File: src/rtl/gcd_pkg.sv
// Shared definitions for the GCD/LCM datapath.
//   GCD_W   : default operand / GCD width (the LCM result is twice this)
//   CNT_W   : width of an iteration counter able to hold GCD_W
//   cnt_w() : counter width for an arbitrary operand width
//   lcm_state_t : control states of the LCM sequencer
package gcd_pkg;

    localparam int GCD_W = 16;

    function automatic int cnt_w(input int w);
        return $clog2(w) + 1;
    endfunction

    localparam int CNT_W = cnt_w(GCD_W);

    typedef enum logic [1:0] {
        IDLE = 2'd0,
        DIV  = 2'd1,
        MUL  = 2'd2,
        DONE = 2'd3
    } lcm_state_t;

endpackage

File: src/rtl/lcm_from_gcd_seq_divider.sv
// seq_divider: W-bit sequential restoring divider, one quotient bit per
// cycle, MSB first, W cycles per division.
//   clk, rst  : clock, synchronous active-high reset (control only)
//   start     : load dividend/divisor and perform the first iteration
//   dividend  : numerator, sampled on start
//   divisor   : denominator, sampled on start
//   done      : one-cycle pulse, quotient/remainder valid from this cycle on
//   quotient  : result, held until the next start
//   remainder : result, held until the next start
// The first iteration is performed in the start cycle itself, working
// straight from the input operands, so the last quotient bit lands W-1
// cycles after start and done is seen W cycles after the start edge.
module seq_divider
    import gcd_pkg::*;
#(
    parameter int W = GCD_W
) (
    input  logic         clk,
    input  logic         rst,
    input  logic         start,
    input  logic [W-1:0] dividend,
    input  logic [W-1:0] divisor,
    output logic         done,
    output logic [W-1:0] quotient,
    output logic [W-1:0] remainder
);

    localparam int CW = cnt_w(W);

    logic [W-1:0]  rem_r;
    logic [W-1:0]  quo_r;
    logic [W-1:0]  dvsr_r;
    logic [CW-1:0] cnt;
    logic          running;
    logic          load;

    logic [W-1:0]  rem_src;
    logic [W-1:0]  quo_src;
    logic [W-1:0]  dvsr_src;
    logic [W:0]    trial;
    logic          q_bit;
    logic [W-1:0]  rem_nxt;
    logic [W-1:0]  quo_nxt;

    assign load = start && !running;

    // quo_r doubles as the dividend shift register: dividend bits leave at
    // the top while quotient bits enter at the bottom.
    always_comb begin
        rem_src  = rem_r;
        quo_src  = quo_r;
        dvsr_src = dvsr_r;
        if (load) begin
            rem_src  = '0;
            quo_src  = dividend;
            dvsr_src = divisor;
        end
        trial = {rem_src, quo_src[W-1]};
        if (trial >= {1'b0, dvsr_src}) begin
            q_bit   = 1'b1;
            // The difference is below the divisor, so W bits are enough.
            rem_nxt = trial[W-1:0] - dvsr_src;
        end else begin
            q_bit   = 1'b0;
            rem_nxt = trial[W-1:0];
        end
        quo_nxt = {quo_src[W-2:0], q_bit};
    end

    always_ff @(posedge clk) begin
        if (rst) begin
            running <= 1'b0;
            done    <= 1'b0;
            cnt     <= '0;
        end else begin
            done <= 1'b0;
            if (load) begin
                rem_r   <= rem_nxt;
                quo_r   <= quo_nxt;
                dvsr_r  <= divisor;
                cnt     <= CW'(1);
                running <= 1'b1;
            end else if (running) begin
                rem_r <= rem_nxt;
                quo_r <= quo_nxt;
                cnt   <= cnt + CW'(1);
                if (cnt == CW'(W-1)) begin
                    running <= 1'b0;
                    done    <= 1'b1;
                end
            end
        end
    end

    assign quotient  = quo_r;
    assign remainder = rem_r;

endmodule

File: src/rtl/lcm_from_gcd.sv
// lcm_from_gcd: computes LCM(a, b) = (a / g) * b from the GCD unit's result.
//   clk, rst   : clock, synchronous active-high reset
//   a_in, b_in : operand pair that fed the GCD unit (stable while gcd_rdy)
//   gcd_in     : GCD result
//   gcd_rdy    : GCD done level; a job starts on its rising transition
//   lcm_out    : 2W-bit LCM, valid while lcm_valid is high
//   lcm_valid  : result valid, held until lcm_ack
//   lcm_ack    : sink acknowledge, only looked at while lcm_valid is high
//   div_err    : gcd_in did not divide a_in exactly (qualified by lcm_valid)
//   busy       : high while dividing or multiplying
// Sequence: IDLE -> DIV (W cycles, seq_divider) -> MUL (W cycles shift-add)
// -> DONE. lcm_valid is registered one cycle behind entry into DONE.
module lcm_from_gcd
    import gcd_pkg::*;
#(
    parameter int W = GCD_W
) (
    input  logic           clk,
    input  logic           rst,
    input  logic [W-1:0]   a_in,
    input  logic [W-1:0]   b_in,
    input  logic [W-1:0]   gcd_in,
    input  logic           gcd_rdy,
    output logic [2*W-1:0] lcm_out,
    output logic           lcm_valid,
    input  logic           lcm_ack,
    output logic           div_err,
    output logic           busy
);

    localparam int CW = cnt_w(W);

    lcm_state_t     state;
    logic           rdy_q;
    logic           start;
    logic           div_start;
    logic           div_done;
    logic [W-1:0]   quo;
    logic [W-1:0]   rem;

    logic [W-1:0]   b_reg;
    logic [2*W-1:0] mcand;
    logic [W-1:0]   mplier;
    logic [2*W-1:0] acc;
    logic [2*W-1:0] acc_nxt;
    logic [CW-1:0]  cnt;

    // rdy_q resets high so a gcd_rdy still high after reset is not an edge.
    assign start     = gcd_rdy && !rdy_q;
    assign div_start = start && (state == IDLE) && (gcd_in != '0);

    seq_divider #(
        .W(W)
    ) u_div (
        .clk      (clk),
        .rst      (rst),
        .start    (div_start),
        .dividend (a_in),
        .divisor  (gcd_in),
        .done     (div_done),
        .quotient (quo),
        .remainder(rem)
    );

    // q * b <= (2^W-1)^2 always fits in 2W bits, so no carry out is lost.
    always_comb begin
        acc_nxt = acc;
        if (mplier[0]) begin
            acc_nxt = acc + mcand;
        end
    end

    always_ff @(posedge clk) begin
        if (rst) begin
            state     <= IDLE;
            rdy_q     <= 1'b1;
            lcm_out   <= '0;
            lcm_valid <= 1'b0;
            div_err   <= 1'b0;
            busy      <= 1'b0;
            cnt       <= '0;
        end else begin
            rdy_q <= gcd_rdy;
            case (state)
                IDLE: begin
                    lcm_valid <= 1'b0;
                    if (start) begin
                        b_reg   <= b_in;
                        div_err <= 1'b0;
                        if (gcd_in == '0) begin
                            lcm_out <= '0;
                            state   <= DONE;
                        end else begin
                            busy  <= 1'b1;
                            state <= DIV;
                        end
                    end
                end
                DIV: begin
                    if (div_done) begin
                        if (rem != '0) begin
                            div_err <= 1'b1;
                            lcm_out <= '0;
                            busy    <= 1'b0;
                            state   <= DONE;
                        end else begin
                            mcand  <= {{W{1'b0}}, b_reg};
                            mplier <= quo;
                            acc    <= '0;
                            cnt    <= '0;
                            state  <= MUL;
                        end
                    end
                end
                MUL: begin
                    acc    <= acc_nxt;
                    mcand  <= mcand << 1;
                    mplier <= mplier >> 1;
                    cnt    <= cnt + CW'(1);
                    if (cnt == CW'(W-1)) begin
                        lcm_out <= acc_nxt;
                        busy    <= 1'b0;
                        state   <= DONE;
                    end
                end
                DONE: begin
                    // Any start edge seen here, including one coincident
                    // with the exiting ack, is intentionally discarded.
                    if (lcm_valid && lcm_ack) begin
                        lcm_valid <= 1'b0;
                        state     <= IDLE;
                    end else begin
                        lcm_valid <= 1'b1;
                    end
                end
                default: state <= IDLE;
            endcase
        end
    end

endmodule

File: config.mk
export PLATFORM = sky130hd
export DESIGN_NAME = lcm_from_gcd
export DESIGN_NICKNAME = d
export VERILOG_FILES = /design/src/rtl/gcd_pkg.sv /design/src/rtl/lcm_from_gcd_seq_divider.sv /design/src/rtl/lcm_from_gcd.sv
export SDC_FILE = /design/constraint.sdc
export NUM_CORES = 1
export LEC_CHECK = 0
export CORE_MARGIN = 2
export CORE_UTILIZATION = 65
export CTS_BUF_LIST = sky130_fd_sc_hd__clkbuf_4
export DETAILED_ROUTE_END_ITERATION = 10
export HOLD_SLACK_MARGIN = 0.03
export PLACE_DENSITY = 0.88
export RECOVER_POWER = 100
export SETUP_SLACK_MARGIN = 0.2
export SYNTH_ARGS = -nofsm -noshare
export SYNTH_HDL_FRONTEND = slang
export SYNTH_SLANG_ARGS = --single-unit
File: constraint.sdc
create_clock -name clk -period 7.55 [get_ports clk]
set_input_delay 1.1325 -clock clk [delete_from_list [all_inputs] [get_ports clk]]
set_output_delay 1.1325 -clock clk [all_outputs]
set_load 0.03 [all_outputs]
==> metrics.yaml, run 1 <==
global_routing:
  track_usage_pct: 27.7
  grt_pass1_wl_um: 39100
  antenna_found_initial: 1
  grt_overflow: 0
  grt_max_degree: 81
  grt_pass1_vias: 7874
pwr:
  leakage_nw: 4.78
  combPwrFrac_pct: 34.4
  p_switching_mw: 1.02
  swShare_pct: 35.8
  power.total_mw: 2.86
  intPower_mw: 1.83
  clock_power_share_pct: 18.7
  p_seq_share_pct: 46.8
  irDropWorstVdd_v: 0.000138
  power.density_nw_per_um2: 238
setup_path:
  path_buf_inv: 2
  worstSetupPathType: "input pin to flip-flop"
  cp_slowest_cell: "clkbuf_1"
  cp_num_cells: 15
  path_common_cell: "o21ai_0"
  path_delay_family: "simple AND/OR/NAND/NOR gates"
  arrival_ps: 6510
  critPathRequiredTime_ps: 7910
  crit_chain: "dlygate4sd3_1 > nor4_1 > and4_1 > or3_4 > mux2i_1 > ha_1 > nor2b_1 > o21a_1 > o21ai_0 > a211oi_1 > o21ai_0 > nand2_1 > o41ai_1 > clkbuf_1 > mux2_2"
  startpoint_type: "input pin"
  crit_fanout: 49
  end_kind: "flip-flop"
  slowest_delay_ps: 770
  rr_worst_depth: 6
place:
  gp_congestion: 0.925
  io_buffers: 86
  place_inst: 1306
  dp_hpwl_um: 16800
outcome:
  outcome: "finished, violations left"
  violations: "max-capacitance violations, max-slew violations"
cells_and_area:
  finish.net_count: 1216
  reg_top3: "acc (32), lcm_out (32), mcand (32)"
  fin_cells: 1339
  fin_util_pct: 73.3
  layout-drive-gt1-share_pct: 7.51
  final-seq-area_um2: 5330
  multi_input_area_um2: 5110
  syn_to_final_growth_pct: 11.2
  nFillCells: 1147
logic_synthesis:
  syn_area_per_cell_um2: 10.4
  synth_edf_count: 144
  synth_top_area_share_pct: 40.0
  ys_ff_latch: 194
  yosysTopAreaCell: "edfxtp_1"
  ys_top_cells_by_area: "edfxtp_1 40%, dfxtp_1 9.2%, ha_1 6.6%, nand2_1 4.2%, mux2_2 4.1%"
  netlist_instances: 1036
  synthArstFlopShare_pct: 0
  ys.warnings.count: 0
  ys_seq_area_share_pct: 49.2
  synth_area_um2: 10800
  ys_types: 61
  ys.flop_type: "edfxtp_1"
  synth_fp_nets: 1147
sta:
  fin_crit_sh_pct: 81.5
  hold_ws_ps: 463
  timing.fmax_ghz: 0.162
  skew_ps: 23.6
  finalHoldViolCount: 0
  tightest_slew_ps: 3600
  period_needed_ps: 6160
  final_max_slew_viol_count: 252
  slew_headroom_pct: -140
  setup_viol: 0
  tns_ps: 0
  rsz0062_at_grt: "false"
route:
  avgViaCountPerCell: 6.16
  wl_um: 23800
  final_antenna_net_count: 0
  drt_iter0_drc: 763
  route.detailed.drc: 0
  dr_wl_met3_um: 1700
  top_layer_used: "met4"
  wl_met1_um: 10300
  post_drt_wl_per_cell_um: 17.8
  dr.pass1.iters: 5
  vias: 8248
  route.met2.wl_um: 11400
floorplan:
  dieWidth_um: 133
  die_y_um: 133
  num_rows: 47
  die_area_um2: 17700
  core_um2: 16400
  io_pins: 87
  initial_core_util_pct: 66.0
cts:
  postCtsSetupBuffers: 0
  hold_buffers: 0
  cts.sinks: 194
  post_cts_resized: 0
  clkLatencyLatePin_ps: 590
  cts_tree: "done"
  cts_made_buffers: 17
  clk_path_buf_depth: 2
  htreeDepth: 4
  ctsRootBufferMaster: "clkbuf_4"
  clk_pin_slew_ps: 160
hold_path:
  hp-class: "flip-flop to flip-flop"
  worstHoldPathCells: 2
job:
  max_cap_viol_count: 5
## cells in the mapped netlist, types with 6 or more instances
cell type  count
edfxtp_1     144
nand2_1      120
a21oi_1       79
nor2_1        69
ha_1          57
dfxtp_1       50
inv_1         40
mux2i_1       40
mux2_2        39
clkbuf_1      38
a21o_1        36
and2_1        34
o21ai_0       34
nand3_1       19
nand4_1       19
nor3_1        19
xnor2_1       17
a211oi_1      16
and3_1        13
nor4_1        11
or3_1         11
xor2_1        11
o211ai_1      10
nand2b_1       9
nor2b_1        9
o21a_1         8
buf_1          7
mux2_4         7
a31o_2         6
a31oi_1        6
## cell type report
type,instances,share of cell area (%)
Inverter,40,1.25
Multi-Input combinational cell,755,42.5
Sequential cell,194,44.3
Clock inverter,13,0.977
Clock buffer,19,1.19
Timing Repair Buffer,97,7.53
Antenna cell,1,0.0208
Tap cell,220,2.29
## through the flow
| stage | area (um2) | setup WS (ps) |
|---|---|---|
| 3_5_place_dp | 11900 | 1360 |
| 3_3_place_gp | 11900 | 1530 |
| 5_1_grt | 12000 | 1020 |
| 2_1_floorplan | 10800 | 2320 |
| 4_1_cts | 12100 | 2010 |
| 6_report | 12000 | 1390 |
## worst register-to-register path, delay by kind of cell (launching register included)
| family | cells | cell delay, ps |
|---|---|---|
| AO/OA/AOI/OAI | 1 | 820 |
| adder cells (fa/ha/maj) | 1 | 190 |
| flip-flops | 1 | 360 |
| buffers and inverters | 3 | 910 |
| AND/OR/NAND/NOR | 1 | 2680 |
## power groups by stage
stage | Sequential [mW] | Clock, mW | Combinational, mW
6_report | 1.34 | 0.535 | 0.984
5_1_grt | 1.35 | 0.579 | 1.08
4_1_cts | 1.33 | 0.543 | 1.01
3_5_place_dp | 1.36 | 0 | 1.01
3_3_place_gp | 1.35 | 0 | 0.973
2_1_floorplan | 1.37 | 0 | 0.738
## cell families (layout without fill, tap and decap cells)
logic type,after synthesis,after routing,synth area share (%)
buffers and inverters,87,169,3.10
and+or+nand+nor,347,347,15.4
adders and majority gates,59,59,6.96
DFF,194,194,49.2
xor gates and xnor gates,28,28,2.27
muxes,86,86,8.73
other,0,1,0
AOI/OAI and AO/OA,235,235,14.3
## per-layer routing
metal	vias up	track usage [%]
li1	3957	-
met1	3924	38.3
met2	327	45.0
met3	40	5.06
met4	0	8.30
met5	-	0
## worst paths after layout
check	slack, ps	to	start
worst max-delay path	1390	u_div.remainder[4]	gcd_in[11]
worst min-delay path	460	lcm_out[16]	lcm_out[16]
worst max register to register	2090	acc[22]	state[0]
worst min register to register	460	lcm_out[16]	lcm_out[16]
## cell usage in the layout, fill, tap and decap left out, types with 13 or more instances in the layout
master           netlist  routed
nand4_1               19      19
clkbuf_4               0      19
ha_1                  57      57
xnor2_1               17      17
nand2_1              120     120
o21ai_0               34      35
a211oi_1              16      16
nand3_1               19      19
nor3_1                19      19
clkdlybuf4s50_1        0      32
a21o_1                36      36
mux2i_1               40      40
inv_1                 40      40
mux2_2                39      38
a21oi_1               79      79
dfxtp_1               50      50
and2_1                34      25
edfxtp_1             144     144
nor2_1                69      69
and3_1                13      13
dlygate4sd3_1          0      54
Power figures use the tool's default switching activity.
==> inputs of run 2 (changes only) <==
--- a/config.mk
+++ b/config.mk
@@ -6,11 +6,11 @@
 export NUM_CORES = 1
 export LEC_CHECK = 0
 export CORE_MARGIN = 2
-export CORE_UTILIZATION = 65
+export CORE_UTILIZATION = 55
 export CTS_BUF_LIST = sky130_fd_sc_hd__clkbuf_4
 export DETAILED_ROUTE_END_ITERATION = 10
 export HOLD_SLACK_MARGIN = 0.03
-export PLACE_DENSITY = 0.88
+export PLACE_DENSITY = 0.79
 export RECOVER_POWER = 100
 export SETUP_SLACK_MARGIN = 0.2
 export SYNTH_ARGS = -nofsm -noshare
==> constraint.sdc (replaced) <==
create_clock -name clk -period 5.35 [get_ports clk]
set_input_delay 0.8025 -clock clk [delete_from_list [all_inputs] [get_ports clk]]
set_output_delay 0.8025 -clock clk [all_outputs]
set_load 0.03 [all_outputs]
==> run 2 against run 1 <==
  * Register-to-register slack worse by 1200 ps
  * Die area up 18%
  * Critical path type unchanged
  * Non-clock buffer count increased by 10
  * The flow still finishes with violations (max-capacitance violations, max-slew violations)
  * Combinational power up 44%
  * Final cell count is 4.1% higher
  * Global-route usage fell by 4.2 points
  * Setup slack got worse by 910 ps
  * Hold slack worse by 1.1 ps
  * Critical path depth up 2
  * Sequential share of layout area down 0.95 points
  * Power rose by 48%
==> metrics.yaml, run 2 (synthesis results as in run 1) <==
route:
  route.met2.wl_um: 11200  # was 11400 um
  wl_um: 23300  # was 23800 um
  final_antenna_net_count: 0  # unchanged
  dr_wl_met3_um: 1040  # was 1700 um
  drt_iter0_drc: 504  # was 763
  wl_met1_um: 10700  # was 10300 um
  post_drt_wl_per_cell_um: 16.7  # was 17.8 um
  top_layer_used: "met4"  # unchanged
  route.detailed.drc: 0  # unchanged
  avgViaCountPerCell: 5.80  # was 6.16
  vias: 8090  # was 8248
  dr.pass1.iters: 4  # was 5
place:
  dp_hpwl_um: 16300  # was 16800 um
  gp_congestion: 0.877  # was 0.925
  pre_cts_ws_ps: 106  # was 1360 ps
  io_buffers: 86  # unchanged
sta:
  tightest_slew_ps: 3150  # was 3600 ps
  rsz0062_at_grt: "false"  # unchanged
  timing.fmax_ghz: 0.205
  period_needed_ps: 4870
  slew_headroom_pct: -110  # was -140%
  finalHoldViolCount: 0  # unchanged
  skew_ps: 29.3  # was 23.6 ps
  setup_ws_ps: 478  # was 1390 ps
  tns_ps: 0  # unchanged
  setup_viol: 0  # unchanged
  fin_crit_sh_pct: 91.1
  final_max_slew_viol_count: 332  # was 252
global_routing:
  grt_pass1_wl_um: 38700  # was 39100 um
  grt_pass1_vias: 7900  # was 7874
  grt_max_degree: 81  # unchanged
  grt_overflow: 0  # unchanged
  track_usage_pct: 23.5  # was 27.7%
  antenna_found_initial: 1  # unchanged
setup_path:
  end_kind: "flip-flop"  # unchanged
  rr_worst_depth: 16  # was 6
  cp_slowest_cell: "dlygate4sd3_1"  # was clkbuf_1
  slowest_delay_ps: 550  # was 770 ps
  startpoint_type: "input pin"  # unchanged
  reg2reg_slack_ps: 930  # was 2090 ps
  worstReg2RegEnd: "u_div.remainder[7]"  # was acc[22]
  timing.rr.start: "state[0]"  # unchanged
  crit_chain: "dlygate4sd3_1 > nor4_1 > buf_4 > and4_1 > or3_4 > mux2i_1 > ha_1 > inv_1 > fa_1 > a21o_1 > a21oi_1 > o21bai_1 > a31o_2 > a2111oi_0 > o21ai_0 > xnor2_1 > mux2_4"  # was dlygate4sd3_1 > nor4_1 > and4_1 > or3_4 > mux2i_1 > ha_1 > nor2b_1 > o21a_1 > o21ai_0 > a211oi_1 > o21ai_0 > nand2_1 > o41ai_1 > clkbuf_1 > mux2_2
  worstSetupPathType: "input pin to flip-flop"  # unchanged
  critPathLaunch: "gcd_in[11]"  # unchanged
  cp-endpoint: "u_div.remainder[14]"  # was u_div.remainder[4]
  critPathRequiredTime_ps: 5720  # was 7910 ps
  crit_fanout: 9  # was 49
  arrival_ps: 5240  # was 6510 ps
cts:
  htreeDepth: 4  # unchanged
  cts.sinks: 194  # unchanged
  ctsRootBufferMaster: "clkbuf_4"  # unchanged
  cts_tree: "done"  # unchanged
  hold_buffers: 0  # unchanged
  clk_path_buf_depth: 2  # unchanged
  clk_pin_slew_ps: 160  # about the same
  clkLatencyLatePin_ps: 590  # about the same
  cts_made_buffers: 17  # unchanged
  postCtsSetupBuffers: 0  # unchanged
  post_cts_resized: 0  # unchanged
pwr:
  leakage_nw: 4.90  # was 4.78 nW
  irDropWorstVdd_v: 0.000193  # was 0.000138 V
  power.density_nw_per_um2: 343  # was 238 nW/um2
floorplan:
  io_pins: 87  # unchanged
  core_um2: 19400  # was 16400 um2
  die_y_um: 144  # was 133 um
  num_rows: 51  # was 47
  dieWidth_um: 144  # was 133 um
  die_area_um2: 20800  # was 17700 um2
  initial_core_util_pct: 55.8  # was 66.0%
cells_and_area:
  layout_common_cells: "144 x edfxtp_1, 120 x nand2_1, 78 x a21oi_1"  # was 144 x edfxtp_1, 120 x nand2_1, 79 x a21oi_1
  syn_to_final_growth_pct: 13.6  # was 11.2%
  reg_top3: "acc (32), lcm_out (32), mcand (32)"  # unchanged
  finish.net_count: 1226  # was 1216
  layout-drive-gt1-share_pct: 8.95  # was 7.51%
  final_common_cell: "edfxtp_1"  # unchanged
job:
  max_cap_viol_count: 7  # was 5
hold_path:
  hp-class: "flip-flop to flip-flop"  # unchanged
outcome:
  outcome: "finished, violations left"  # unchanged
  violations: "max-capacitance violations, max-slew violations"  # unchanged
run 2: metrics by stage:
stage / instance area [um2] / cells / utilization [%] / hold slack (ps) / power, mW
after global routing: 12300 / 1394 / 63.4 / 484 / 4.46
after detailed placement: 12000 / 1361 / 61.9 / 447 / 3.34
after floorplan: 10800 / 1036 / - / 457 / 2.97
after CTS: 12400 / 1393 / 63.7 / 467 / 4.26
after global placement: 12000 / 1361 / 61.9 / 443 / 3.31
final: 12300 / 1394 / 63.4 / 461 / 4.22
run 2: where the power goes:
group	internal, mW	switching [mW]	total, mW
Combinational	0.577	0.838	1.42
Sequential	1.82	0.0607	1.88
Clock	0.398	0.525	0.923
Total	2.80	1.42	4.22
run 2: layer usage:
metal | track usage, % | vias up
met5 | 0 | -
li1 | - | 3973
met2 | 39.4 | 226
met4 | 6.23 | 0
met1 | 31.7 | 3863
met3 | 4.07 | 28
run 2: worst min path at each step:
stage / from / to / slack (ps) / cells past startpoint
finish: lcm_out[15] / lcm_out[15] / 460 / 2
global route: lcm_out[19] / lcm_out[19] / 480 / 2
global placement: lcm_out[16] / lcm_out[16] / 440 / 2
CTS: lcm_out[19] / lcm_out[19] / 470 / 2
floorplan: u_div.cnt[4] / u_div.cnt[4] / 460 / 2
detailed placement: lcm_out[19] / lcm_out[19] / 450 / 2
run 2: final cells by class:
class                      instances  area [um2]
tap                              265         332
multi-input combinational        755        5150
timing repair buffer             107        1000
clock inverter                    12         188
sequential                       194        5330
clock buffer                      20         150
antenna                            1        2.50
inverter                          40         150
fill                            1610        7100
run 2: worst max-delay path, delay by kind of cell:
kind,cells,cell delay (ps)
compound gates,6,1370
simple gates,3,990
mux,2,520
fa+ha+maj,2,610
xor+xnor,1,140
buf+inv,3,800
